## src/rtl/ps2_key_ctrl.sv

```systemverilog
// ps2_key_ctrl
// Scan-code controller that sits behind a PS/2 byte receiver. It decodes the
// set-2 prefixes (E0 = extended, F0 = break) into single key events. Events go
// into a small FIFO that the host drains through a valid/ready handshake.
// Line errors, overrun codes and prefix timeouts are counted for debug.
//
// Ports
//   clk       system clock, all logic on posedge
//   rst       synchronous active-high reset
//   rx_data   received byte, stable while rx_ready is high
//   rx_ready  receiver frame-done level (asynchronous to clk); a rising edge marks a new byte
//   rx_error  receiver error flag, valid with rx_ready
//   ev_valid  FIFO not empty
//   ev_data   {extended, released, code[7:0]} at the FIFO head
//   ev_ready  host pop; a pop happens when ev_valid & ev_ready
//   overflow  sticky flag: an event was dropped because the FIFO was full
//   clr       clears overflow and err_cnt
//   err_cnt   saturating count of error bytes, overrun codes and timeouts
module ps2_key_ctrl #(
    parameter int FIFO_DEPTH  = 8,
    parameter int TIMEOUT_CYC = 50000
) (
    input  logic       clk,
    input  logic       rst,
    input  logic [7:0] rx_data,
    input  logic       rx_ready,
    input  logic       rx_error,
    output logic       ev_valid,
    output logic [9:0] ev_data,
    input  logic       ev_ready,
    output logic       overflow,
    input  logic       clr,
    output logic [7:0] err_cnt
);

    localparam int AW = $clog2(FIFO_DEPTH);
    localparam int TW = (TIMEOUT_CYC > 2) ? $clog2(TIMEOUT_CYC) : 1;
    localparam logic [TW-1:0] TMO_LAST = TW'(TIMEOUT_CYC - 1);

    typedef enum logic [1:0] {
        S_IDLE,
        S_EXT,
        S_BRK,
        S_EXT_BRK
    } state_t;

    // ------------------------------------------------------------------
    // Input capture: two-flop synchronizer plus rising-edge detect
    // ------------------------------------------------------------------
    logic [1:0] sync_q;
    logic       prev_q;
    logic       strobe;

    always_ff @(posedge clk) begin
        if (rst) begin
            sync_q <= 2'b00;
            prev_q <= 1'b0;
        end else begin
            sync_q <= {sync_q[0], rx_ready};
            prev_q <= sync_q[1];
        end
    end

    assign strobe = sync_q[1] & ~prev_q;

    // ------------------------------------------------------------------
    // Prefix decoder
    // ------------------------------------------------------------------
    state_t          state_q;
    logic [TW-1:0]   tmo_q;
    logic            push_q;
    logic [9:0]      push_data_q;
    logic [7:0]      err_cnt_q;
    logic            bad_code;
    logic            tmo_hit;
    logic            err_hit;

    assign bad_code = (rx_data == 8'h00) || (rx_data == 8'hFF);
    // A strobe on the same cycle as the last timeout count takes priority.
    assign tmo_hit  = ~strobe && (state_q != S_IDLE) && (tmo_q == TMO_LAST);

    always_comb begin
        err_hit = 1'b0;
        if (strobe)
            err_hit = rx_error | bad_code;
        else
            err_hit = tmo_hit;
    end

    always_ff @(posedge clk) begin
        if (rst) begin
            state_q     <= S_IDLE;
            tmo_q       <= '0;
            push_q      <= 1'b0;
            push_data_q <= 10'd0;
            err_cnt_q   <= 8'd0;
        end else begin
            push_q <= 1'b0;
            if (strobe) begin
                tmo_q <= '0;
                if (rx_error || bad_code) begin
                    state_q <= S_IDLE;
                end else begin
                    unique case (state_q)
                        S_IDLE: begin
                            if (rx_data == 8'hE0)      state_q <= S_EXT;
                            else if (rx_data == 8'hF0) state_q <= S_BRK;
                            else begin
                                push_q      <= 1'b1;
                                push_data_q <= {2'b00, rx_data};
                            end
                        end
                        S_EXT: begin
                            if (rx_data == 8'hF0)      state_q <= S_EXT_BRK;
                            else if (rx_data == 8'hE0) state_q <= S_EXT;
                            else begin
                                push_q      <= 1'b1;
                                push_data_q <= {2'b10, rx_data};
                                state_q     <= S_IDLE;
                            end
                        end
                        S_BRK: begin
                            // A late E0 after F0 is treated as an ordinary code.
                            if (rx_data == 8'hF0) state_q <= S_BRK;
                            else begin
                                push_q      <= 1'b1;
                                push_data_q <= {2'b01, rx_data};
                                state_q     <= S_IDLE;
                            end
                        end
                        S_EXT_BRK: begin
                            if (rx_data == 8'hF0 || rx_data == 8'hE0) state_q <= S_EXT_BRK;
                            else begin
                                push_q      <= 1'b1;
                                push_data_q <= {2'b11, rx_data};
                                state_q     <= S_IDLE;
                            end
                        end
                        default: state_q <= S_IDLE;
                    endcase
                end
            end else if (state_q != S_IDLE) begin
                if (tmo_hit) begin
                    state_q <= S_IDLE;
                    tmo_q   <= '0;
                end else begin
                    tmo_q <= tmo_q + TW'(1);
                end
            end else begin
                tmo_q <= '0;
            end

            // clr wins over a same-cycle increment.
            if (clr)
                err_cnt_q <= 8'd0;
            else if (err_hit && err_cnt_q != 8'hFF)
                err_cnt_q <= err_cnt_q + 8'd1;
        end
    end

    // ------------------------------------------------------------------
    // Event FIFO
    // ------------------------------------------------------------------
    logic [9:0]  mem_q [FIFO_DEPTH];
    logic [AW-1:0] wr_q;
    logic [AW-1:0] rd_q;
    logic [AW:0]   count_q;
    logic          overflow_q;
    logic          full;
    logic          pop;
    logic          do_push;

    assign full    = (count_q == (AW+1)'(FIFO_DEPTH));
    assign pop     = (count_q != '0) & ev_ready;
    // When full, a same-cycle pop frees the slot, so nothing is dropped.
    assign do_push = push_q & (~full | pop);

    always_ff @(posedge clk) begin
        if (do_push)
            mem_q[wr_q] <= push_data_q;
    end

    always_ff @(posedge clk) begin
        if (rst) begin
            wr_q       <= '0;
            rd_q       <= '0;
            count_q    <= '0;
            overflow_q <= 1'b0;
        end else begin
            if (do_push) wr_q <= wr_q + AW'(1);
            if (pop)     rd_q <= rd_q + AW'(1);
            unique case ({do_push, pop})
                2'b10:   count_q <= count_q + (AW+1)'(1);
                2'b01:   count_q <= count_q - (AW+1)'(1);
                default: count_q <= count_q;
            endcase
            if (clr)
                overflow_q <= 1'b0;
            else if (push_q && !do_push)
                overflow_q <= 1'b1;
        end
    end

    assign ev_valid = (count_q != '0);
    assign ev_data  = mem_q[rd_q];
    assign overflow = overflow_q;
    assign err_cnt  = err_cnt_q;

endmodule

```

## config.mk

```make
export PLATFORM = sky130hd
export DESIGN_NAME = ps2_key_ctrl
export DESIGN_NICKNAME = d
export VERILOG_FILES = /design/src/rtl/ps2_key_ctrl.sv
export SDC_FILE = /design/constraint.sdc
export NUM_CORES = 1
export LEC_CHECK = 0
export BUFFER_PORTS_ARGS = -buffer_cell sky130_fd_sc_hd__buf_2
export CORE_MARGIN = 8
export CORE_UTILIZATION = 40
export DETAILED_ROUTE_END_ITERATION = 8
export PLACE_DENSITY_LB_ADDON = 0.12
export RECOVER_POWER = 50
export SLEW_MARGIN = 5
export SYNTH_ARGS = -nofsm -noshare
export SYNTH_HDL_FRONTEND = slang
export SYNTH_SLANG_ARGS = --single-unit
```

## constraint.sdc

```tcl
create_clock -name clk -period 2.51 [get_ports clk]
set_input_delay 0.251 -clock clk [delete_from_list [all_inputs] [get_ports clk]]
set_output_delay 0.251 -clock clk [all_outputs]
set_load 0.03 [all_outputs]
```

# Word level (Yosys, flattened, before mapping)
# Memory sizes are Yosys's and may differ from the RTL's. A register that Yosys moved wholly into a read port is not among the register bits.
# Cells that the tools add are included.
[op_classes] addsub=6 multipliers=0 div_mod_pow=0 n_lt_le_gt_ge=0 eq_ne=18 shift=0 mux=30 n_bitwise=10 reduce_logical=20
[op_table] op="10-bit 2-to-1 mux" n=6
[op_table] op="10-bit one-hot mux with 4 select lines" n=1
[op_table] op="8-bit == test (second input constant)" n=3
[op_table] op="2-bit 2-to-1 mux" n=9
[op_table] op="16-bit by 1-bit adder with 16-bit output (second input constant)" n=1
[op_table] op="16-bit == test (second input constant)" n=1
[op_table] op="2-bit != test (second input constant)" n=6
[op_table] op="1-bit 2-to-1 mux" n=9
[op_table] op="8-bit by 1-bit adder with 8-bit output (second input constant)" n=1
[op_table] op="8-bit logical NOT" n=1
[op_table] op="8-bit != test (second input constant)" n=1
[op_table] op="2-bit one-hot mux with 4 select lines" n=1
[op_table] op="4-bit one-hot mux with 2 select lines" n=1
[op_table] op="8-bit AND reduction" n=1
[op_table] op="2-bit nonzero test" n=4
[op_table] op="3-bit by 1-bit adder with 3-bit output (second input constant)" n=2
[op_table] op="2-bit == test (second input constant)" n=3
[op_table] op="3-bit 2-to-1 mux" n=2
[op_table] op="5-bit != test (second input constant)" n=1
[op_table] op="1-bit NOT" n=5
[op_table] op="4-bit by 1-bit adder with 4-bit output (second input constant)" n=1
[op_table] op="2-bit by 1-bit == test with 1-bit output (second input constant)" n=2
[op_table] op="4-bit == test (second input constant)" n=1
[op_table] op="1-bit logical AND" n=4
[op_table] op="12 further kinds" n=17
[totals] regBits=51 latch_bits=0 ram_bits=80 mem_bits_ro=0 in_bits=14 output_inout_bits=20 wordCells=96 n_memories=1
[memory_table] memory="mem_q" words=8 word_bits=10 rd=1 rd_clocked_by_memory_dff=1 wr=1 line_no="164" text="logic [9:0] mem_q [FIFO_DEPTH];"

# Longest topological paths before layout
[depth] word_depth=8 mapped_depth=9 ltp_nobuf=9

# Worst setup path before layout
# Ideal clock, no wire load.
[synth_timing] kind="register -> register" from="reg count_q[0]" to="reg count_q[3]" setup_time_ns=0.128 arrival_ns=2.049 required_ns=2.382 slack_ns=0.333 path_stages_with_launch=10 path_cell_list="dfxtp_1 o41ai_4 or2_2 inv_1 ha_1 a21o_1 a21oi_1 mux2i_1 xnor2_1 nor2_1"
[synth_via] elab_chain_cells=6 word_cells_on_any_way=12 cone_classes="add/sub (2); eq/ne (3); mux (1); bitwise (4); reduce/logical (2)"
[synth_rtl] element="from (decl)" line_no="167" text="logic [AW:0] count_q;"
[synth_rtl] element="from (signal assigned)" line_no="193" text="2'b10: count_q <= count_q + (AW+1)'(1);"
[synth_rtl] element="from (signal assigned)" line_no="194" text="2'b01: count_q <= count_q - (AW+1)'(1);"
[synth_rtl] element="from (signal assigned)" line_no="195" text="default: count_q <= count_q;"
[synth_rtl] element="4-bit nonzero test or 4-bit == test (tied branches)" line_no="174, 173"
[synth_rtl] element="1-bit AND or 1-bit NOT (tied branches)" line_no="174, 176"
[synth_rtl] element="1-bit bitwise OR" line_no="176" text="assign do_push = push_q & (~full | pop);"
[synth_rtl] element="1-bit AND" line_no="176"
[synth_rtl] element="2-bit by 1-bit == test with 1-bit output or 2-bit == test (tied branches)" line_no="192" text="unique case ({do_push, pop})"
[synth_rtl] element="4-bit one-hot mux with 2 select lines or 2-bit nonzero test (tied branches)"
# Several ways; a longest one is shown, not always the timed one.
# A chain may end at the register's enable or synchronous reset.

==> impl_metrics.py <==
metrics = {
    "status": {
        "status": "completed",
    },
    "floorplanning": {
        "dieHeight_um": 134,
        "row_count": 43,
        "start_util": 0.407,
        "num_io_pins": 34,
        "die_area_um2": 18100,
        "die_w_um": 134,
        "core_area_um2": 13800,
    },
    "place": {
        "finalWeightedCongestion": 0.777,
        "dp_slack_ns": 0.322,
        "post-dp-hpwl_um": 7600,
        "io_buffer_count": 33,
    },
    "synthesis": {
        "synth-edff-count": 80,
        "syn_area_um2": 5610,
        "synth.net_count": 433,
        "synth-seq-area-share": 0.621,
        "syn_inst": 412,
        "synth-seq-cells": 134,
        "synth_area_per_cell_um2": 13.6,
        "yosysWarnings": 0,
        "synth_ff_type": "edfxtp_1",
        "ys_types": 54,
        "async_flop_share": 0,
    },
    "drt": {
        "highest_layer": "met4",
        "met3_length_um": 455,
        "wl_met2_um": 5480,
        "routed_wl_um": 11200,
        "dr_total_vias": 3339,
        "met1_length_um": 5160,
        "post-route-drc-count": 0,
        "drt_first_iter_violations": 168,
        "vias_per_cell": 5.10,
        "wl_per_cell_um": 17.1,
        "dr.pass1.iters": 4,
        "ant_nets": 0,
    },
    "worst_setup_path": {
        "worstPathRequired_ns": 2.26,
        "endpoint_kind": "output pin",
        "cp.arrival_ns": 1.99,
        "worst_setup_path_start_kind": "register",
        "crit_fanout": 20,
        "crit_type": "reg2out",
        "rr_startpoint": "count_q[0]",
    },
    "sta": {
        "slew_headroom": 0.0264,
        "tightest_slew_ns": 1.46,
        "fmax_mhz": 445,
        "finalCritPeriodShare": 0.895,
        "drv_slew": 0,
        "setup-tns-final_ns": 0,
        "rsz0062_at_grt": "false",
        "fin_worst_skew_ns": 0.00663,
        "final_hold_viol_count": 0,
        "fin_ws_ns": 0.264,
        "min_period_ns": 2.25,
        "setup_viol": 0,
    },
    "clocking": {
        "numCtsBuffers": 17,
        "cts_sinks": 134,
        "clk_pin_slew_ns": 0.06,
        "cts_tree": "yes",
        "insertion_delay_ns": 0.41,
        "htreeDepth": 4,
        "holdBufCountCts": 0,
        "cts_setup_buffers": 0,
        "cts_resized": 0,
        "cts_root_buffer": "clkbuf_16",
        "clk_path_buf_depth": 2,
    },
    "worst_hold_path": {
        "hold_class": "in2reg",
        "min_from": "rx_ready",
    },
    "flow_run": {
        "cap_violations": 0,
    },
    "finish": {
        "fin_nets": 483,
        "syn2layout_area_growth_pct": 16.8,
        "register_area_um2": 3480,
        "drive_gt1_frac": 0.217,
        "diodes": 0,
        "fillers": 1270,
        "fin_util": 0.476,
        "multi_input_area_um2": 2030,
    },
    "global_route": {
        "grt_max_degree": 35,
        "grt_overflow": 0,
        "antenna_found_initial": 0,
        "grt_pass1_vias": 3465,
        "grt_use_total": 0.132,
        "grt_first_pass_wirelength_um": 18100,
    },
    "power_and_ir_drop": {
        "ir_drop_uv": 443,
        "powerDensity_nw_per_um2": 877,
        "p_leak_nw": 2.22,
    },
}
-- layout by cell type, fill, tap and decap left out, drive strengths merged, types with 11 or more instances in the layout --
master | netlist | routed
dfxtp | 54 | 54
mux4 | 20 | 20
clkbuf | 6 | 37
nand2 | 22 | 22
buf | 7 | 31
mux2i | 15 | 15
xor2 | 11 | 11
a21oi | 12 | 12
nand3 | 17 | 17
nor2 | 57 | 57
edfxtp | 80 | 80
-- logic make-up (layout without fill, tap and decap cells) --
kind of cell	count (synthesis)	after routing	synth area share
adders and majority gates	7	7	0.0169
muxes	45	45	0.127
AOI/OAI and AO/OA	42	42	0.0540
buffers and inverters	20	83	0.0154
and+or+nand+nor	145	145	0.136
xor gates and xnor gates	19	19	0.0297
DFF	134	134	0.621
-- power breakdown --
group / leakage [nW] / total, mW / internal [mW] / switching (mW)
Combinational: 0.802 / 1.05 / 0.495 / 0.555
Clock: 0.269 / 2.26 / 1.39 / 0.868
Sequential: 1.14 / 2.44 / 2.37 / 0.0690
Total: 2.22 / 5.75 / 4.26 / 1.49
-- per-stage QoR --
stage | instances | cell area [µm²] | hold WS, ns | power [mW]
CTS | 655 | 6590 | 0.0512 | 5.84
global route | 655 | 6550 | 0.0790 | 6.01
floorplan | 412 | 5610 | 0.379 | 3.29
global placement | 623 | 6040 | 0.431 | 3.55
detailed placement | 623 | 6040 | 0.432 | 3.57
finish | 655 | 6550 | 0.0583 | 5.75
-- Yosys cell counts, types with 4 or more instances --
cell	number	share of area
xnor2_1	8	0.012
nand2b_1	10	0.011
inv_1	7	0.0047
nor2_1	57	0.038
nand3_1	17	0.015
a21oi_1	12	0.011
mux2_2	10	0.020
nor4_1	4	0.0045
nor2b_1	5	0.0056
or2_2	4	0.0045
o21ai_0	5	0.0045
mux2i_1	15	0.027
xor2_1	11	0.017
mux4_2	20	0.080
or3_1	4	0.0045
edfxtp_1	80	0.43
clkbuf_1	6	0.0040
nand4_1	6	0.0067
nand2_1	20	0.013
ha_1	6	0.013
dfxtp_1	54	0.19
-- critical path, stage by stage (launching register included) --
cell	delay, ns
dfxtp_1	0.35
buf_12	0.21
mux4_2	0.54
mux2_2	0.29
buf_2	0.18
-- path summary, 6_finish.rpt --
path	depth (start not counted)	endpoint	slack [ns]
worst max-delay path	4	ev_data[6]	0.26
worst min register to register	1	sync_q[1]	0.45
worst min-delay path	2	sync_q[0]	0.06
worst max register to register	9	count_q[3]	0.31
-- flip-flops by register name, summed over array words and instances (netlist names), named ones only --
signal,cells
err_cnt,8
push_q,1
sync_q,2
state_q,2
wr_q,3
overflow,1
count_q,4
prev_q,1
mem_q,80
push_data_q,10
rd_q,3
tmo_q,16
-- area by class of cell --
class / count / area share
sequential: 134 / 0.532
multi-input combinational: 258 / 0.310
clock buffer: 24 / 0.0767
timing repair buffer: 44 / 0.0361
tap: 180 / 0.0344
clock inverter: 8 / 0.00725
inverter: 7 / 0.00401
-- routing by layer --
layer | vias to the layer above | GRT usage
met3 | 12 | 0.0426
met4 | 0 | 0.0412
met2 | 45 | 0.217
met1 | 1634 | 0.160
li1 | 1648 | -
met5 | - | 0
No activity file was read; power rests on OpenSTA's default activity.
